===== config.mk =====
export PLATFORM = sky130hd
export DESIGN_NAME = score_event_gen_flat
export DESIGN_NICKNAME = d
export VERILOG_FILES = /design/src/rtl/score_pkg.sv /design/src/rtl/score_event_gen_if.sv /design/src/rtl/prize_debounce.sv /design/src/rtl/score_event_gen.sv /design/src/flat_wrapper.sv
export SDC_FILE = /design/constraint.sdc
export NUM_CORES = 1
export LEC_CHECK = 0
export ABC_CLOCK_PERIOD_IN_PS = 6200
export BUFFER_PORTS_ARGS = -buffer_cell sky130_fd_sc_hd__buf_2
export CORE_MARGIN = 1
export CORE_UTILIZATION = 55
export CTS_BUF_LIST = sky130_fd_sc_hd__clkbuf_4 sky130_fd_sc_hd__clkbuf_8
export CTS_CLUSTER_DIAMETER = 150
export CTS_CLUSTER_SIZE = 20
export DETAILED_ROUTE_END_ITERATION = 8
export GPL_ROUTABILITY_DRIVEN = 0
export PLACE_DENSITY = 0.82
export REMOVE_ABC_BUFFERS = 1
export SYNTH_ARGS = -nofsm -noshare
export SYNTH_HDL_FRONTEND = slang
export SYNTH_HIERARCHICAL = 1
export SYNTH_SLANG_ARGS = --single-unit

===== constraint.sdc =====
create_clock -name clock -period 6.2 [get_ports clock]
set_input_delay 1.86 -clock clock [delete_from_list [all_inputs] [get_ports clock]]
set_output_delay 1.86 -clock clock [all_outputs]
set_load 0.1 [all_outputs]

===== src/rtl/score_pkg.sv =====
// Shared types and default sizing for the prize-drop score event generator.
// Latency: n/a (types and constants only).
// Backpressure: n/a.
// Contents: launch FSM state enum and the default parameter values.
package score_pkg;

  typedef enum logic [1:0] {
    IDLE  = 2'd0,
    PULSE = 2'd1,
    GAP   = 2'd2
  } state_t;

  localparam int DEF_DEBOUNCE_CYCLES = 16;
  localparam int DEF_GAP_CYCLES      = 4;
  localparam int DEF_PEND_W          = 4;

endpackage


===== src/rtl/score_event_gen_if.sv =====
// Cabinet-side bundle: raw prize sensor and launch enable in, score pulse and status out.
// Latency: n/a (wiring only).
// Backpressure: none; enable gates launches, events are counted regardless.
// Ports: prize_sense, enable (toward DUT); increment_score_pe, pending, overflow (from DUT).
interface score_event_gen_if #(
  parameter int PEND_W = 4
);
  logic              prize_sense;
  logic              enable;
  logic              increment_score_pe;
  logic [PEND_W-1:0] pending;
  logic              overflow;

  // master: the cabinet / processor side driving the sensor and enable
  modport master (
    output prize_sense,
    output enable,
    input  increment_score_pe,
    input  pending,
    input  overflow
  );

  // slave: the score event generator itself
  modport slave (
    input  prize_sense,
    input  enable,
    output increment_score_pe,
    output pending,
    output overflow
  );
endinterface


===== src/rtl/prize_debounce.sv =====
// Synchronize and debounce the raw prize sensor; emit a one-cycle ev on each debounced rising edge.
// Latency: ev high after edge DEBOUNCE_CYCLES+1 when input is first sampled high at edge 0.
// Backpressure: none; ev is a fire-and-forget strobe.
// Ports: clock, reset (sync, active-high), prize_sense (async raw level), ev (out, 1 cycle).
module prize_debounce
  import score_pkg::*;
#(
  parameter int DEBOUNCE_CYCLES = DEF_DEBOUNCE_CYCLES
) (
  input  logic clock,
  input  logic reset,
  input  logic prize_sense,
  output logic ev
);

  localparam int CW = $clog2(DEBOUNCE_CYCLES);
  localparam logic [CW-1:0] CNT_LAST = CW'(DEBOUNCE_CYCLES - 1);

  logic          s1;
  logic          s2;
  logic          db;
  logic          db_q;
  logic [CW-1:0] cnt;

  always_ff @(posedge clock) begin
    if (reset) begin
      s1   <= 1'b0;
      s2   <= 1'b0;
      db   <= 1'b0;
      db_q <= 1'b0;
      cnt  <= '0;
    end else begin
      s1   <= prize_sense;
      s2   <= s1;
      db_q <= db;
      // Any sample agreeing with the current level restarts the run, so only
      // DEBOUNCE_CYCLES consecutive disagreeing samples move db.
      if (s2 == db) begin
        cnt <= '0;
      end else if (cnt == CNT_LAST) begin
        db  <= s2;
        cnt <= '0;
      end else begin
        cnt <= cnt + 1'b1;
      end
    end
  end

  // Rising edges only: a prize leaving the sensor is not a score event.
  assign ev = db & ~db_q;

endmodule


===== src/rtl/score_event_gen.sv =====
// Turn debounced prize drops into spaced single-cycle increment_score_pe pulses.
// Latency: pulse high after edge DEBOUNCE_CYCLES+3 from first high sample; pulses >= GAP_CYCLES+1 apart.
// Backpressure: enable low holds launches; events keep queuing in pending (saturating, sticky overflow).
// Ports: clock, reset (sync, active-high), bus (slave: prize_sense, enable in; pulse, pending, overflow out).
module score_event_gen
  import score_pkg::*;
#(
  parameter int DEBOUNCE_CYCLES = DEF_DEBOUNCE_CYCLES,
  parameter int GAP_CYCLES      = DEF_GAP_CYCLES,
  parameter int PEND_W          = DEF_PEND_W
) (
  input  logic               clock,
  input  logic               reset,
  score_event_gen_if.slave   bus
);

  localparam int GW = (GAP_CYCLES > 1) ? $clog2(GAP_CYCLES) : 1;
  localparam logic [GW-1:0]     GAP_LAST = GW'(GAP_CYCLES - 1);
  localparam logic [PEND_W-1:0] PEND_MAX = '1;

  logic              ev;
  logic              dec;
  logic              launch_ok;
  logic [PEND_W-1:0] pending_q;
  logic              overflow_q;
  state_t            state_q;
  state_t            state_nxt;
  logic [GW-1:0]     gcnt_q;
  logic [GW-1:0]     gcnt_nxt;
  logic              pulse_q;

  prize_debounce #(
    .DEBOUNCE_CYCLES (DEBOUNCE_CYCLES)
  ) u_debounce (
    .clock       (clock),
    .reset       (reset),
    .prize_sense (bus.prize_sense),
    .ev          (ev)
  );

  // The event is consumed on the edge that leaves PULSE.
  assign dec       = (state_q == PULSE);
  assign launch_ok = bus.enable && (pending_q != '0);

  // Pending counter: a coincident event and decrement cancel out, and that
  // case never flags overflow because nothing is actually lost.
  always_ff @(posedge clock) begin
    if (reset) begin
      pending_q  <= '0;
      overflow_q <= 1'b0;
    end else begin
      if (ev && !dec) begin
        if (pending_q == PEND_MAX) begin
          overflow_q <= 1'b1;
        end else begin
          pending_q <= pending_q + 1'b1;
        end
      end else if (dec && !ev) begin
        pending_q <= pending_q - 1'b1;
      end
    end
  end

  always_comb begin
    state_nxt = state_q;
    gcnt_nxt  = gcnt_q;
    case (state_q)
      IDLE: begin
        if (launch_ok) begin
          state_nxt = PULSE;
        end
      end
      PULSE: begin
        state_nxt = GAP;
        gcnt_nxt  = '0;
      end
      GAP: begin
        if (gcnt_q == GAP_LAST) begin
          state_nxt = launch_ok ? PULSE : IDLE;
          gcnt_nxt  = '0;
        end else begin
          gcnt_nxt = gcnt_q + 1'b1;
        end
      end
      default: begin
        state_nxt = IDLE;
        gcnt_nxt  = '0;
      end
    endcase
  end

  always_ff @(posedge clock) begin
    if (reset) begin
      state_q <= IDLE;
      gcnt_q  <= '0;
      pulse_q <= 1'b0;
    end else begin
      state_q <= state_nxt;
      gcnt_q  <= gcnt_nxt;
      // Registered copy of "in PULSE" so the processor sees a clean flop output.
      pulse_q <= (state_nxt == PULSE);
    end
  end

  assign bus.increment_score_pe = pulse_q;
  assign bus.pending            = pending_q;
  assign bus.overflow           = overflow_q;

endmodule


===== src/flat_wrapper.sv =====
// flat-port wrapper written by rule: the top's interface ports become plain ports
module score_event_gen_flat import score_pkg::*;
#(
  parameter int DEBOUNCE_CYCLES = DEF_DEBOUNCE_CYCLES,
  parameter int GAP_CYCLES      = DEF_GAP_CYCLES,
  parameter int PEND_W          = DEF_PEND_W
)
  (clock, reset, bus_prize_sense, bus_enable, bus_increment_score_pe, bus_pending, bus_overflow);
  score_event_gen_if #(.PEND_W(PEND_W)) bus_i ();
  input  logic clock;
  input  logic reset;
  input wire logic [$bits(bus_i.prize_sense)-1:0] bus_prize_sense;
  input wire logic [$bits(bus_i.enable)-1:0] bus_enable;
  output wire logic [$bits(bus_i.increment_score_pe)-1:0] bus_increment_score_pe;
  output wire logic [$bits(bus_i.pending)-1:0] bus_pending;
  output wire logic [$bits(bus_i.overflow)-1:0] bus_overflow;
  assign bus_i.prize_sense = bus_prize_sense;
  assign bus_i.enable = bus_enable;
  assign bus_increment_score_pe = bus_i.increment_score_pe;
  assign bus_pending = bus_i.pending;
  assign bus_overflow = bus_i.overflow;
  score_event_gen #(.DEBOUNCE_CYCLES(DEBOUNCE_CYCLES), .GAP_CYCLES(GAP_CYCLES), .PEND_W(PEND_W)) u_core (.clock(clock), .reset(reset), .bus(bus_i));
endmodule

==> results.txt <==
status -> finished clean
clk sink count -> 18
fin crit period -> 3.11 ns
DRC -> 0
multi-input logic area -> 414 µm²
Top Ports -> 10
CP max FO -> 7
Starting Density -> 59.6%
Worst Hold Class -> reg2reg
CP Launch Type -> register
most frequent cells in the layout -> dfxtp_1 (18), nor2_1 (10), buf_2 (9)
hold_buf cts -> 0
synthesized area -> 786 µm²
Final period util -> 50.1%
Crit Path Class -> reg2out
total track usage -> 20.2%
RSZ-0062 raised after global routing -> no
wire length per cell -> 12.5 µm
initial antenna violation count -> 0
Power per Cell Area -> 278 nW/µm²
Inserted Diodes -> 0
clk_lat worst skew -> 0.29 ns
synthesized flop and latch total -> 18
H-tree Lvls -> 1
WP data arrival -> 1.25 ns
antenna viol nets, final -> 0
Detail Placement HPWL -> 1.00 mm
Buf/Inv on CP -> 1
worst-margin pin slew -> 0.467 ns
ys flop type -> dfxtp_1
Die Wd -> 39.8 µm
Peak VDD IR -> 0.146 mV
total grt overflow -> 0
family with the most delay on the worst path -> buffers and inverters
worst endpoint required time -> 4.34 ns
warnings from Yosys -> 6
Fmax achieved -> 322 MHz
max cap viols -> 0
first-pass GRT wire length -> 2.01 mm
Final Hold Fails -> 0
Clk pin slew, worst setup/hold paths -> 0.10 ns
leakage -> 0.362 nW
Post-Route WL -> 1.32 mm
cts bufs inserted -> 3
number of global-route vias before repair -> 520
Fin Setup TNS -> 0 ns
post-cts sizing count -> 0
register area share after synthesis -> 45.9%
Rows -> 13
Post-Synth XOR/XNOR Area -> 4.46%
CP peak stage delay -> 0.48 ns
pin count of the biggest net entering global routing -> 16
commonest non-fill, non-tap cell in the layout -> dfxtp_1
post-synthesis simple-gate area fraction -> 25.3%
Cell Chain, Critical Path -> buf_2
post-CTS setup-driven buffer insertion count -> 0
die area -> 1580 µm²
Slowest-stage cell, CP -> buf_2
via density per instance -> 5.36
largest family of logic cells by synthesized area -> simple AND/OR/NAND/NOR gates
Via Count -> 568
slew margin rel. -> 68.6%
Post-synth EDFFs -> 0
Max clock buf depth -> 2
DRT Pass-1 Iters -> 4
mux contribution to synthesized area -> 6.53%
CP endpoint kind -> output pin
drt initial violations -> 12
Final setup viols -> 0
fraction of registers with async set or reset after synthesis -> 0%
Die H -> 39.8 µm
core area -> 1320 µm²
CTS tree -> built
Syn Area/Cell -> 9.95 µm²
Yosys cell types -> 27
Port Buf Inserts -> 9
Syn-to-layout area delta -> 12.3%
Compound-Gate Fraction of Synth Area -> 7.48%
Synth Area in Adders -> 8.92%
nets -> 101
total of fill cells in the finished design -> 98
Mapped Cells -> 79
Final Total Pwr -> 0.000246 W
Final Max Slew Viols -> 0
layout cells sized above 1 -> 20.9%
clk root buf -> clkbuf_4
register area -> 360 µm²
Setup Skew -> 0.00222 ns
[path summary, 6_finish.rpt]
kind,startpoint,endpoint,slack (ns),cells past startpoint
setup reg to reg,u_core/u_debounce/db,u_core/bus.pending[3],3.98,7
hold / removal,u_core/u_debounce/s1,u_core/u_debounce/s2,0.45,1
hold reg to reg,u_core/u_debounce/s1,u_core/u_debounce/s2,0.45,1
setup / recovery,u_core/bus.pending[0],bus_pending[0],3.09,1
[sequential cells by signal, summed over array words and instances (netlist names), 2 cells and up]
register and flops:
u_core/bus.pending 4, u_core/u_debounce/cnt 4, u_core/gcnt_q 2, u_core/state_q 2
[synth_stat cells (2+ instances only)]
master | number | area, µm²
nor2_1 | 10 | 37.5
inv_1 | 2 | 7.51
nor2b_1 | 5 | 31.3
nand3_1 | 4 | 20.0
xnor2_1 | 2 | 17.5
dfxtp_1 | 18 | 360
nor3_1 | 6 | 30.0
xor2_1 | 2 | 17.5
and3_4 | 2 | 22.5
nand2_1 | 2 | 7.51
o21ai_0 | 2 | 10.0
a21oi_1 | 3 | 15.0
mux2i_1 | 4 | 40.0
ha_1 | 4 | 50.1
[power by group]
| part | internal, W | total [W] | switching, W |
|---|---|---|---|
| Clock | 0.0000358 | 0.0000711 | 0.0000353 |
| Sequential | 0.000121 | 0.000127 | 0.00000591 |
| Combinational | 0.0000143 | 0.0000476 | 0.0000333 |
| Total | 0.000171 | 0.000246 | 0.0000745 |
[per-layer routing]
| layer | up-vias | track usage [%] | part of all wire [%] |
|---|---|---|---|
| met1 | 263 | 21.4 | 45 |
| met2 | 8 | 34.8 | 51 |
| li1 | 295 | - | - |
| met4 | 0 | 12.9 | 1.5 |
| met3 | 2 | 5.11 | 2.3 |
| met5 | - | 0 | 0 |
[per-stage QoR]
stage,worst slack (ns),hold slack (ns),cells,cell area (µm²),utilization (%)
6_report,3.09,0.447,106,882,67.0
5_1_grt,3.02,0.471,106,882,67.0
4_1_cts,3.08,0.454,106,882,67.0
3_5_place_dp,3.42,0.430,102,846,64.2
3_3_place_gp,3.46,0.417,102,846,64.2
2_1_floorplan,3.31,0.414,78,782,-
[cells by family (layout without fill, tap and decap cells)]
| family | Yosys count | in the layout |
|---|---|---|
| and+or+nand+nor | 35 | 35 |
| DFF | 18 | 18 |
| AOI/OAI and AO/OA | 9 | 9 |
| adders and majority gates | 5 | 5 |
| muxes | 5 | 5 |
| xor gates and xnor gates | 4 | 4 |
| buffers and inverters | 3 | 15 |
[layout make-up]
class | instances | area share, %
tap | 15 | 2.13
inverter | 2 | 0.851
multi-input combinational | 58 | 47.0
clock buffer | 4 | 4.11
sequential | 18 | 40.9
timing repair buffer | 9 | 5.11
No activity file was read; power rests on OpenSTA's default activity.
